--- src/rtl/separable_allocator_iter.sv ---
// Separable switch allocator with selectable arbitration order.
// Requests are qualified by target range and output availability, then
// resolved by two stages of round-robin arbiters (input-first or
// output-first). Arbiter pointers move only on final grants, so an input
// that wins its first stage but then loses the second keeps its priority.
// Grants and crossbar selects are registered, one cycle after request.
module separable_allocator_iter #(
   parameter int PORT_NUM    = 5,
   parameter int VC_NUM      = 2,
   parameter int INPUT_FIRST = 1,
   localparam int OUT_W      = $clog2(PORT_NUM)
) (
   input  logic                                       clk,
   input  logic                                       rst,
   input  logic [PORT_NUM-1:0][VC_NUM-1:0]            request_i,
   input  logic [PORT_NUM-1:0][VC_NUM-1:0][OUT_W-1:0] out_port_i,
   input  logic [PORT_NUM-1:0]                        out_avail_i,
   output logic [PORT_NUM-1:0][VC_NUM-1:0]            grant_o,
   output logic [PORT_NUM-1:0][PORT_NUM-1:0]          xbar_sel_o
);

   localparam int VC_W = (VC_NUM > 1) ? $clog2(VC_NUM) : 1;
   // Port count widened by one bit so targets can be range-checked without
   // wrapping when PORT_NUM is not a power of two.
   localparam logic [OUT_W:0] PORT_LIM = (OUT_W+1)'(PORT_NUM);

   logic [PORT_NUM-1:0][VC_NUM-1:0]   q;
   logic [PORT_NUM-1:0][VC_NUM-1:0]   vc_win;
   logic [PORT_NUM-1:0][VC_NUM-1:0]   elig;
   logic [PORT_NUM-1:0][VC_NUM-1:0]   grant_nxt;
   logic [PORT_NUM-1:0][PORT_NUM-1:0] port_req;   // [output][input]
   logic [PORT_NUM-1:0][PORT_NUM-1:0] out_win;    // [output][input]
   logic [PORT_NUM-1:0][PORT_NUM-1:0] xbar_nxt;   // [output][input]
   logic [PORT_NUM-1:0][VC_W-1:0]     in_ptr;
   logic [PORT_NUM-1:0][VC_W-1:0]     in_ptr_nxt;
   logic [PORT_NUM-1:0][OUT_W-1:0]    out_ptr;
   logic [PORT_NUM-1:0][OUT_W-1:0]    out_ptr_nxt;

   // Round robin over VCs: ptr has top priority, then ascending with wrap.
   function automatic logic [VC_NUM-1:0] rr_vc(input logic [VC_NUM-1:0] req,
                                               input logic [VC_W-1:0]   ptr);
      logic [VC_NUM-1:0] gnt;
      logic              found;
      int                idx;
      gnt   = '0;
      found = 1'b0;
      for (int k = 0; k < VC_NUM; k++) begin
         idx = (int'(ptr) + k) % VC_NUM;
         if (!found && req[idx]) begin
            gnt[idx] = 1'b1;
            found    = 1'b1;
         end
      end
      return gnt;
   endfunction

   // Round robin over input ports, same priority rule.
   function automatic logic [PORT_NUM-1:0] rr_port(input logic [PORT_NUM-1:0] req,
                                                   input logic [OUT_W-1:0]    ptr);
      logic [PORT_NUM-1:0] gnt;
      logic                found;
      int                  idx;
      gnt   = '0;
      found = 1'b0;
      for (int k = 0; k < PORT_NUM; k++) begin
         idx = (int'(ptr) + k) % PORT_NUM;
         if (!found && req[idx]) begin
            gnt[idx] = 1'b1;
            found    = 1'b1;
         end
      end
      return gnt;
   endfunction

   // Qualify each VC request: target in range and that output available.
   always_comb begin
      q = '0;
      for (int i = 0; i < PORT_NUM; i++) begin
         for (int v = 0; v < VC_NUM; v++) begin
            for (int o = 0; o < PORT_NUM; o++) begin
               if (request_i[i][v] && ({1'b0, out_port_i[i][v]} < PORT_LIM) &&
                   (out_port_i[i][v] == OUT_W'(o)) && out_avail_i[o]) begin
                  q[i][v] = 1'b1;
               end
            end
         end
      end
   end

   // Two-stage separable allocation in the configured order.
   always_comb begin
      vc_win    = '0;
      elig      = '0;
      port_req  = '0;
      out_win   = '0;
      grant_nxt = '0;
      xbar_nxt  = '0;
      if (INPUT_FIRST != 0) begin
         for (int i = 0; i < PORT_NUM; i++) begin
            vc_win[i] = rr_vc(q[i], in_ptr[i]);
         end
         for (int i = 0; i < PORT_NUM; i++) begin
            for (int v = 0; v < VC_NUM; v++) begin
               for (int o = 0; o < PORT_NUM; o++) begin
                  if (vc_win[i][v] && (out_port_i[i][v] == OUT_W'(o))) begin
                     port_req[o][i] = 1'b1;
                  end
               end
            end
         end
         for (int o = 0; o < PORT_NUM; o++) begin
            out_win[o] = rr_port(port_req[o], out_ptr[o]);
         end
         for (int i = 0; i < PORT_NUM; i++) begin
            for (int v = 0; v < VC_NUM; v++) begin
               for (int o = 0; o < PORT_NUM; o++) begin
                  if (vc_win[i][v] && (out_port_i[i][v] == OUT_W'(o)) && out_win[o][i]) begin
                     grant_nxt[i][v] = 1'b1;
                     xbar_nxt[o][i]  = 1'b1;
                  end
               end
            end
         end
      end else begin
         for (int i = 0; i < PORT_NUM; i++) begin
            for (int v = 0; v < VC_NUM; v++) begin
               for (int o = 0; o < PORT_NUM; o++) begin
                  if (q[i][v] && (out_port_i[i][v] == OUT_W'(o))) begin
                     port_req[o][i] = 1'b1;
                  end
               end
            end
         end
         for (int o = 0; o < PORT_NUM; o++) begin
            out_win[o] = rr_port(port_req[o], out_ptr[o]);
         end
         for (int i = 0; i < PORT_NUM; i++) begin
            for (int v = 0; v < VC_NUM; v++) begin
               for (int o = 0; o < PORT_NUM; o++) begin
                  if (q[i][v] && (out_port_i[i][v] == OUT_W'(o)) && out_win[o][i]) begin
                     elig[i][v] = 1'b1;
                  end
               end
            end
         end
         for (int i = 0; i < PORT_NUM; i++) begin
            grant_nxt[i] = rr_vc(elig[i], in_ptr[i]);
         end
         // Outputs that picked an input whose VC arbiter chose elsewhere stay idle.
         for (int i = 0; i < PORT_NUM; i++) begin
            for (int v = 0; v < VC_NUM; v++) begin
               for (int o = 0; o < PORT_NUM; o++) begin
                  if (grant_nxt[i][v] && (out_port_i[i][v] == OUT_W'(o))) begin
                     xbar_nxt[o][i] = 1'b1;
                  end
               end
            end
         end
      end
   end

   // Advance pointers past the final winner only; everything else holds.
   always_comb begin
      in_ptr_nxt  = in_ptr;
      out_ptr_nxt = out_ptr;
      for (int i = 0; i < PORT_NUM; i++) begin
         for (int v = 0; v < VC_NUM; v++) begin
            if (grant_nxt[i][v]) begin
               in_ptr_nxt[i] = VC_W'((v + 1) % VC_NUM);
            end
         end
      end
      for (int o = 0; o < PORT_NUM; o++) begin
         for (int i = 0; i < PORT_NUM; i++) begin
            if (xbar_nxt[o][i]) begin
               out_ptr_nxt[o] = OUT_W'((i + 1) % PORT_NUM);
            end
         end
      end
   end

   // Register grants, crossbar selects and arbiter pointers.
   always_ff @(posedge clk or negedge rst) begin
      if (!rst) begin
         grant_o    <= '0;
         xbar_sel_o <= '0;
         in_ptr     <= '0;
         out_ptr    <= '0;
      end else begin
         grant_o    <= grant_nxt;
         xbar_sel_o <= xbar_nxt;
         in_ptr     <= in_ptr_nxt;
         out_ptr    <= out_ptr_nxt;
      end
   end

endmodule
--- config.mk ---
export PLATFORM = sky130hd
export DESIGN_NAME = separable_allocator_iter
export DESIGN_NICKNAME = d
export VERILOG_FILES = /design/src/rtl/separable_allocator_iter.sv
export SDC_FILE = /design/constraint.sdc
export NUM_CORES = 1
export LEC_CHECK = 0
export CAP_MARGIN = 40
export CORE_MARGIN = 4
export CORE_UTILIZATION = 50
export DETAILED_ROUTE_END_ITERATION = 10
export HOLD_SLACK_MARGIN = 0.05
export PLACE_DENSITY = 0.78
export SLEW_MARGIN = 10
export SYNTH_ARGS = -nofsm -noshare
export SYNTH_HDL_FRONTEND = slang
export SYNTH_SLANG_ARGS = --single-unit
--- constraint.sdc ---
create_clock -name clk -period 7.35 [get_ports clk]
set_clock_uncertainty 0.1 [all_clocks]
set_input_delay 1.1025 -clock clk [delete_from_list [all_inputs] [get_ports clk]]
set_output_delay 1.1025 -clock clk [all_outputs]
set_load 0.01 [all_outputs]
==> results.yml, run 1 <==
run_status:
  outcome: "complete, no violations"
global_routing:
  grt_max_degree: 56
  grt_overflow: 0
  grt_pass1_wl_mm: 81.4
  first_global_vias: 15400
  globalRouteTotalUtil: 0.312
  number_of_antenna_violations_at_the_first_check_in_global_routing: 3
flow_run:
  max_cap_viol_count: 0
place:
  globalplace.congestion: 1.03
  detailedPlacementHpwl_mm: 39.8
  buffer_ports.inserted: 81
timing:
  layout_min_cycle_time_ps: 6510
  slew_headroom: 0.323
  final-setup-viol-count: 0
  finalHoldViolations: 0
  timing.final.max_slew_violations: 0
  worst-slew-pin-transition_ps: 1010
  rsz0062_at_grt: "false"
  final.setup.tns_ps: 0
  final.period_utilization: 0.885
  achievable-frequency_mhz: 154
clocking:
  clock_pin_slew_on_the_worst_setup_and_hold_paths_ps: 100
  cts_sinks: 55
  cts_root_buffer: "sky130_fd_sc_hd__clkbuf_16"
  cts_made_buffers: 5
  cts_resized: 0
  clk-insertion-delay-late_ps: 330
  post-cts-setup-buffers: 0
  cts_hold_repair.buffers: 0
  cts.path.max_buffers: 2
  cts_tree: "done"
  cts_htree_levels: 2
routing:
  via_per_inst: 6.80
  avgRoutedWirePerCell_um: 20.6
  first_iter_violations: 1861
  detail_route.drc_violations: 0
  detailroute.via_count: 16800
  totalWireLength_mm: 50.9
  drt_first_pass_iters: 6
  route.antenna.remaining_nets: 0
worst_setup_path:
  worstPathArrival_ps: 6630
  setup.worst_path.start_class: "flip-flop"
  path_class: "flip-flop to flip-flop"
  critical_path.endpoint_type: "flip-flop"
  worstPathRequired_ps: 7470
  worstPathMaxFanout: 13
layout:
  num-nets-final: 2280
  syn_to_final_growth_pct: 8.87
  final_layout_size_suffix_gt1_frac: 0.0675
yosys:
  synthDistinctLibCells: 111
  synthDominantCellAreaShare: 0.124
  synth-xor-area-share: 0.0237
  ys_seq_area_frac: 0.0955
  synth_enable_flop_cells: 0
  synth.top_cells.by_count: "194 x sky130_fd_sc_hd__nand2_1, 167 x sky130_fd_sc_hd__nor2_1, 143 x sky130_fd_sc_hd__ha_1"
  netlist.top_cell.by_area: "sky130_fd_sc_hd__ha_1"
  synth_top_family_by_area: "compound AO/OA/AOI/OAI gates"
  synthCells: 2069
  synth_simple_gate_area_share: 0.300
  postSynthAreaPerCell_sq_um: 6.96
  post_synth_main_area_contributors: "sky130_fd_sc_hd__ha_1 12%, sky130_fd_sc_hd__dfrtp_1 9.6%, sky130_fd_sc_hd__nand2_1 5.1%"
  multiplexer_share_of_the_synthesized_area: 0.0406
  post-synth-top-count-cell: "sky130_fd_sc_hd__nand2_1"
  yosys_warning_count: 0
  ys_ff_latch: 55
  mappedNetlistNets: 2260
  share_of_synthesized_registers_carrying_an_async_set_or_reset: 1.00
  main_synth_ff_type: "sky130_fd_sc_hd__dfrtp_1"
  synth_compound_gate_area_share: 0.347
  synth_area_sq_um: 14400
  adder_cell_share_of_the_synthesized_area: 0.126
floorplanning:
  design.core.area_sq_um: 28100
  number_of_rows_created_at_floorplan: 61
  top_level_ports: 82
  die_footprint_sq_um: 31600
  start_util: 0.513
  dieHeight_um: 178
  die_x_um: 178
min_path:
  worstHoldPathType: "flip-flop to flip-flop"
[layout make-up]
class | instances | area [sq um]
Clock buffer | 5 | 125
Sequential cell | 55 | 1380
Tap cell | 378 | 473
Multi-Input combinational cell | 1764 | 12100
Timing Repair Buffer | 115 | 1060
Antenna cell | 1 | 2.50
Clock inverter | 3 | 33.8
Fill cell | 2748 | 12400
Inverter | 148 | 556
[routing by layer]
metal / track usage / wire, um / vias to the layer above
li1: - / - / 7851
met1: 0.420 / 21400 / 7916
met2: 0.509 / 23000 / 886
met3: 0.0452 / 4450 / 140
met4: 0.113 / 1950 / 4
met5: 0 / 22 / -
[cell families (layout without fill, tap and decap cells)]
group                    Yosys count  in the layout
multiplexers                      54             54
AND/OR/NAND/NOR                  834            834
other                              0              1
buffers and inverters            250            271
flip-flops                        55             55
AO/OA/AOI/OAI                    693            693
XOR/XNOR                          39             39
adder cells (fa/ha/maj)          144            144
[sequential cells by signal, summed over array words and instances, names as in the netlist]
| name | count |
|---|---|
| grant_o | 10 |
| in_ptr | 5 |
| out_ptr | 15 |
| xbar_sel_o | 25 |
[layout by cell type, fill, tap and decap left out, types with 15 or more instances in the layout]
cell	Yosys	routed
sky130_fd_sc_hd__nand2b_1	34	34
sky130_fd_sc_hd__o21a_1	19	19
sky130_fd_sc_hd__and3_1	15	15
sky130_fd_sc_hd__o31ai_1	30	30
sky130_fd_sc_hd__and2_1	24	24
sky130_fd_sc_hd__nor4_1	28	28
sky130_fd_sc_hd__nand3_1	84	84
sky130_fd_sc_hd__o21ai_0	115	115
sky130_fd_sc_hd__mux2i_1	31	31
sky130_fd_sc_hd__inv_1	137	137
sky130_fd_sc_hd__xnor2_1	32	32
sky130_fd_sc_hd__a21o_1	15	15
sky130_fd_sc_hd__nor3_1	85	85
sky130_fd_sc_hd__ha_1	143	143
sky130_fd_sc_hd__a22oi_1	18	18
sky130_fd_sc_hd__mux2_2	19	19
sky130_fd_sc_hd__dfrtp_1	55	55
sky130_fd_sc_hd__o32ai_1	17	17
sky130_fd_sc_hd__a21oi_1	141	141
sky130_fd_sc_hd__o22ai_1	24	24
sky130_fd_sc_hd__buf_4	1	33
sky130_fd_sc_hd__nor2_1	167	167
sky130_fd_sc_hd__clkdlybuf4s50_1	0	80
sky130_fd_sc_hd__nor2b_1	43	43
sky130_fd_sc_hd__or2_2	21	21
sky130_fd_sc_hd__nand4_1	27	27
sky130_fd_sc_hd__a211oi_1	19	19
sky130_fd_sc_hd__a32oi_1	17	17
sky130_fd_sc_hd__a31oi_1	22	22
sky130_fd_sc_hd__nand2_1	194	194
sky130_fd_sc_hd__or3_1	19	19
sky130_fd_sc_hd__o211ai_1	32	32
[worst max-delay path, stage by stage, from the launching register on]
cell	delay, ps
sky130_fd_sc_hd__dfrtp_1	580
sky130_fd_sc_hd__inv_1	360
sky130_fd_sc_hd__ha_1	400
sky130_fd_sc_hd__inv_1	140
sky130_fd_sc_hd__ha_1	470
sky130_fd_sc_hd__inv_1	110
sky130_fd_sc_hd__ha_1	270
sky130_fd_sc_hd__o31ai_1	350
sky130_fd_sc_hd__xnor2_1	280
sky130_fd_sc_hd__ha_1	310
sky130_fd_sc_hd__nand2b_1	70
sky130_fd_sc_hd__a22oi_1	480
sky130_fd_sc_hd__mux2i_1	410
sky130_fd_sc_hd__nor2b_1	130
sky130_fd_sc_hd__a211oi_2	430
sky130_fd_sc_hd__nor4bb_1	170
sky130_fd_sc_hd__a311oi_1	330
sky130_fd_sc_hd__o31ai_1	270
sky130_fd_sc_hd__a32oi_1	310
sky130_fd_sc_hd__o31ai_1	150
sky130_fd_sc_hd__o31a_1	310
[final timing paths]
kind                                        start                        to  slack (ps)  depth (start not counted)
max reg2reg                out_ptr[1]$_DFFE_PN0P_     in_ptr[2]$_DFFE_PN0P_         840                         20
min in group asynchronous                     rst   out_ptr[10]$_DFFE_PN0P_         850                          2
max in group asynchronous                     rst  xbar_sel_o[20]$_DFF_PN0_        5740                          2
max                        out_ptr[1]$_DFFE_PN0P_     in_ptr[2]$_DFFE_PN0P_         840                         20
min reg2reg                 in_ptr[1]$_DFFE_PN0P_     in_ptr[1]$_DFFE_PN0P_         440                          1
min                         in_ptr[1]$_DFFE_PN0P_     in_ptr[1]$_DFFE_PN0P_         440                          1
[stage by stage]
| step | util | cells | hold WS, ps | worst slack [ps] | instance area [sq um] |
|---|---|---|---|---|---|
| finish | 0.558 | 2469 | 441 | 845 | 15700 |
| global route | 0.558 | 2469 | 472 | 283 | 15700 |
| CTS | 0.558 | 2468 | 448 | 945 | 15700 |
| detailed placement | 0.553 | 2460 | 428 | 983 | 15500 |
| global placement | 0.552 | 2456 | 427 | 1060 | 15500 |
| floorplan | - | 2069 | 394 | 1050 | 14400 |
Power of run 1 is left out: the tool's default activity adds up to more than one toggle a clock period on the data nets, which glitch-free logic cannot reach.
==> run 2, diff against run 1 <==
REMOVE_ABC_BUFFERS = 1   (was default)
==> run 2 against run 1 <==
Compared with the run above:
- critical path depth increased by 1
- utilization is essentially flat
- critical endpoint is now in_ptr[3]$_DFFE_PN0P_
- largest cell class unchanged
- clock-buffer cell count up 1
==> results.yml, run 2 (synthesized netlist as in run 1, its figures left out) <==
run_status:
  outcome: "complete, no violations"
timing:
  rsz0062_at_grt: "false"
  worst-slew-pin-transition_ps: 1030
  final.period_utilization: 0.901
  achievable-frequency_mhz: 151
  final.setup.tns_ps: 0
  slew_headroom: 0.306
  final-setup-viol-count: 0
  timing.final.max_slew_violations: 0
  finalHoldViolations: 0
  layout_min_cycle_time_ps: 6620
floorplanning:
  start_util: 0.513
  die_footprint_sq_um: 31600
  top_level_ports: 82
  dieHeight_um: 178
  die_x_um: 178
  design.core.area_sq_um: 28100
  number_of_rows_created_at_floorplan: 61
routing:
  detailroute.via_count: 16700
  via_per_inst: 6.75
  first_iter_violations: 1721
  detail_route.drc_violations: 0
  drt_first_pass_iters: 7
  route.antenna.remaining_nets: 0
  avgRoutedWirePerCell_um: 20.0
  totalWireLength_mm: 49.4
layout:
  num-nets-final: 2276
  largest-register: "xbar_sel_o"
  final_layout_size_suffix_gt1_frac: 0.0652
  reg.largest.list: "xbar_sel_o x25, out_ptr x15, grant_o x10"
  final_common_cell: "sky130_fd_sc_hd__nand2_1"
  max_reg_flops: 25
  multi_input_comb_area_sq_um: 12100
  syn_to_final_growth_pct: 8.82
  layout.cells.most_common_list: "194 x sky130_fd_sc_hd__nand2_1, 167 x sky130_fd_sc_hd__nor2_1, 143 x sky130_fd_sc_hd__ha_1"
  layout.filler_cells: 2721
  ff_latch_area_sq_um: 1380
place:
  globalplace.congestion: 1.01
  buffer_ports.inserted: 81
  detailedPlacementHpwl_mm: 38.9
clocking:
  cts_resized: 0
  clk-insertion-delay-late_ps: 320
  cts_made_buffers: 5
  cts_htree_levels: 2
  cts_hold_repair.buffers: 0
  post-cts-setup-buffers: 0
  cts_root_buffer: "sky130_fd_sc_hd__clkbuf_16"
  cts_sinks: 55
  clock_pin_slew_on_the_worst_setup_and_hold_paths_ps: 90
  cts_tree: "done"
  cts.path.max_buffers: 2
min_path:
  worstHoldPathType: "flip-flop to flip-flop"
worst_setup_path:
  critical_path.endpoint_type: "flip-flop"
  worstPathArrival_ps: 6790
  worstPathRequired_ps: 7510
  worstPathMaxFanout: 13
  setup.worst_path.start_class: "flip-flop"
  path_class: "flip-flop to flip-flop"
flow_run:
  max_cap_viol_count: 0
global_routing:
  grt_max_degree: 56
  grt_pass1_wl_mm: 78.3
  first_global_vias: 15100
  number_of_antenna_violations_at_the_first_check_in_global_routing: 3
  grt_overflow: 0
  globalRouteTotalUtil: 0.298
==> run 2: cell types whose count changed in the layout (fill, tap and decap cells not counted) <==
| cell | previous run | this run |
|---|---|---|
| sky130_fd_sc_hd__bufinv_16 | 0 | 1 |
| sky130_fd_sc_hd__clkbuf_8 | 0 | 1 |
| sky130_fd_sc_hd__inv_6 | 2 | 1 |
| sky130_fd_sc_hd__clkinv_8 | 1 | 0 |
| sky130_fd_sc_hd__buf_4 | 33 | 29 |
| sky130_fd_sc_hd__diode_2 | 1 | 3 |
| sky130_fd_sc_hd__buf_2 | 2 | 1 |
| sky130_fd_sc_hd__buf_1 | 0 | 1 |
==> run 2: layout make-up <==
cell class                      instances  share of cell area
Timing Repair Buffer                  111              0.0655
Inverter                              148              0.0354
Tap cell                              378              0.0302
Clock inverter                          2             0.00247
Antenna cell                            3            0.000479
Multi-Input combinational cell       1764               0.769
Clock buffer                            6             0.00886
Sequential cell                        55              0.0878
==> run 2: routing by layer <==
layer  global-route usage  share of wire  up-vias
met5                    0        0.00049        -
met4               0.0925          0.034        4
met3               0.0379          0.087      116
met2                0.490           0.45      815
met1                0.407           0.43     7881
li1                     -              -     7847
==> run 2: worst max-delay path, stage by stage (launching register included) <==
cell and delay [ps]:
sky130_fd_sc_hd__dfrtp_1 580, sky130_fd_sc_hd__clkinv_1 440, sky130_fd_sc_hd__ha_1 680, sky130_fd_sc_hd__inv_1 200
sky130_fd_sc_hd__ha_1 250, sky130_fd_sc_hd__or3_1 350, sky130_fd_sc_hd__a21oi_1 180, sky130_fd_sc_hd__or2_2 190
sky130_fd_sc_hd__ha_1 260, sky130_fd_sc_hd__nor2b_1 240, sky130_fd_sc_hd__nor3_1 90, sky130_fd_sc_hd__o21ai_0 370
sky130_fd_sc_hd__a21oi_1 250, sky130_fd_sc_hd__a221oi_2 350, sky130_fd_sc_hd__o221ai_2 170, sky130_fd_sc_hd__o21ba_1 250
sky130_fd_sc_hd__a22oi_1 200, sky130_fd_sc_hd__o22ai_1 90, sky130_fd_sc_hd__or3_1 470, sky130_fd_sc_hd__and3_1 230
sky130_fd_sc_hd__a2111o_1 390, sky130_fd_sc_hd__o21ba_1 220
==> run 2: path summary, 6_finish.rpt <==
check,from,to,slack [ps],cells after the start
min in group asynchronous,rst,out_ptr[10]$_DFFE_PN0P_,820,2
hold reg to reg,in_ptr[2]$_DFFE_PN0P_,in_ptr[2]$_DFFE_PN0P_,490,1
setup / recovery,out_ptr[13]$_DFFE_PN0P_,in_ptr[3]$_DFFE_PN0P_,730,21
setup reg to reg,out_ptr[13]$_DFFE_PN0P_,in_ptr[3]$_DFFE_PN0P_,730,21
hold / removal,in_ptr[2]$_DFFE_PN0P_,in_ptr[2]$_DFFE_PN0P_,490,1
max in group asynchronous,rst,out_ptr[0]$_DFFE_PN0P_,5740,2
==> run 2: through the flow <==
step           cells  worst slack [ps]  instance area, sq um  utilization  hold slack (ps)
3_5_place_dp    2456               831                 15500        0.551              458
6_report        2467               725                 15700        0.558              490
4_1_cts         2464               811                 15700        0.558              485
3_3_place_gp    2455              1140                 15500        0.551              447
2_1_floorplan   1967               721                 14000            -              394
5_1_grt         2465               214                 15700        0.558              502
Power of run 2 is left out for the same reason.
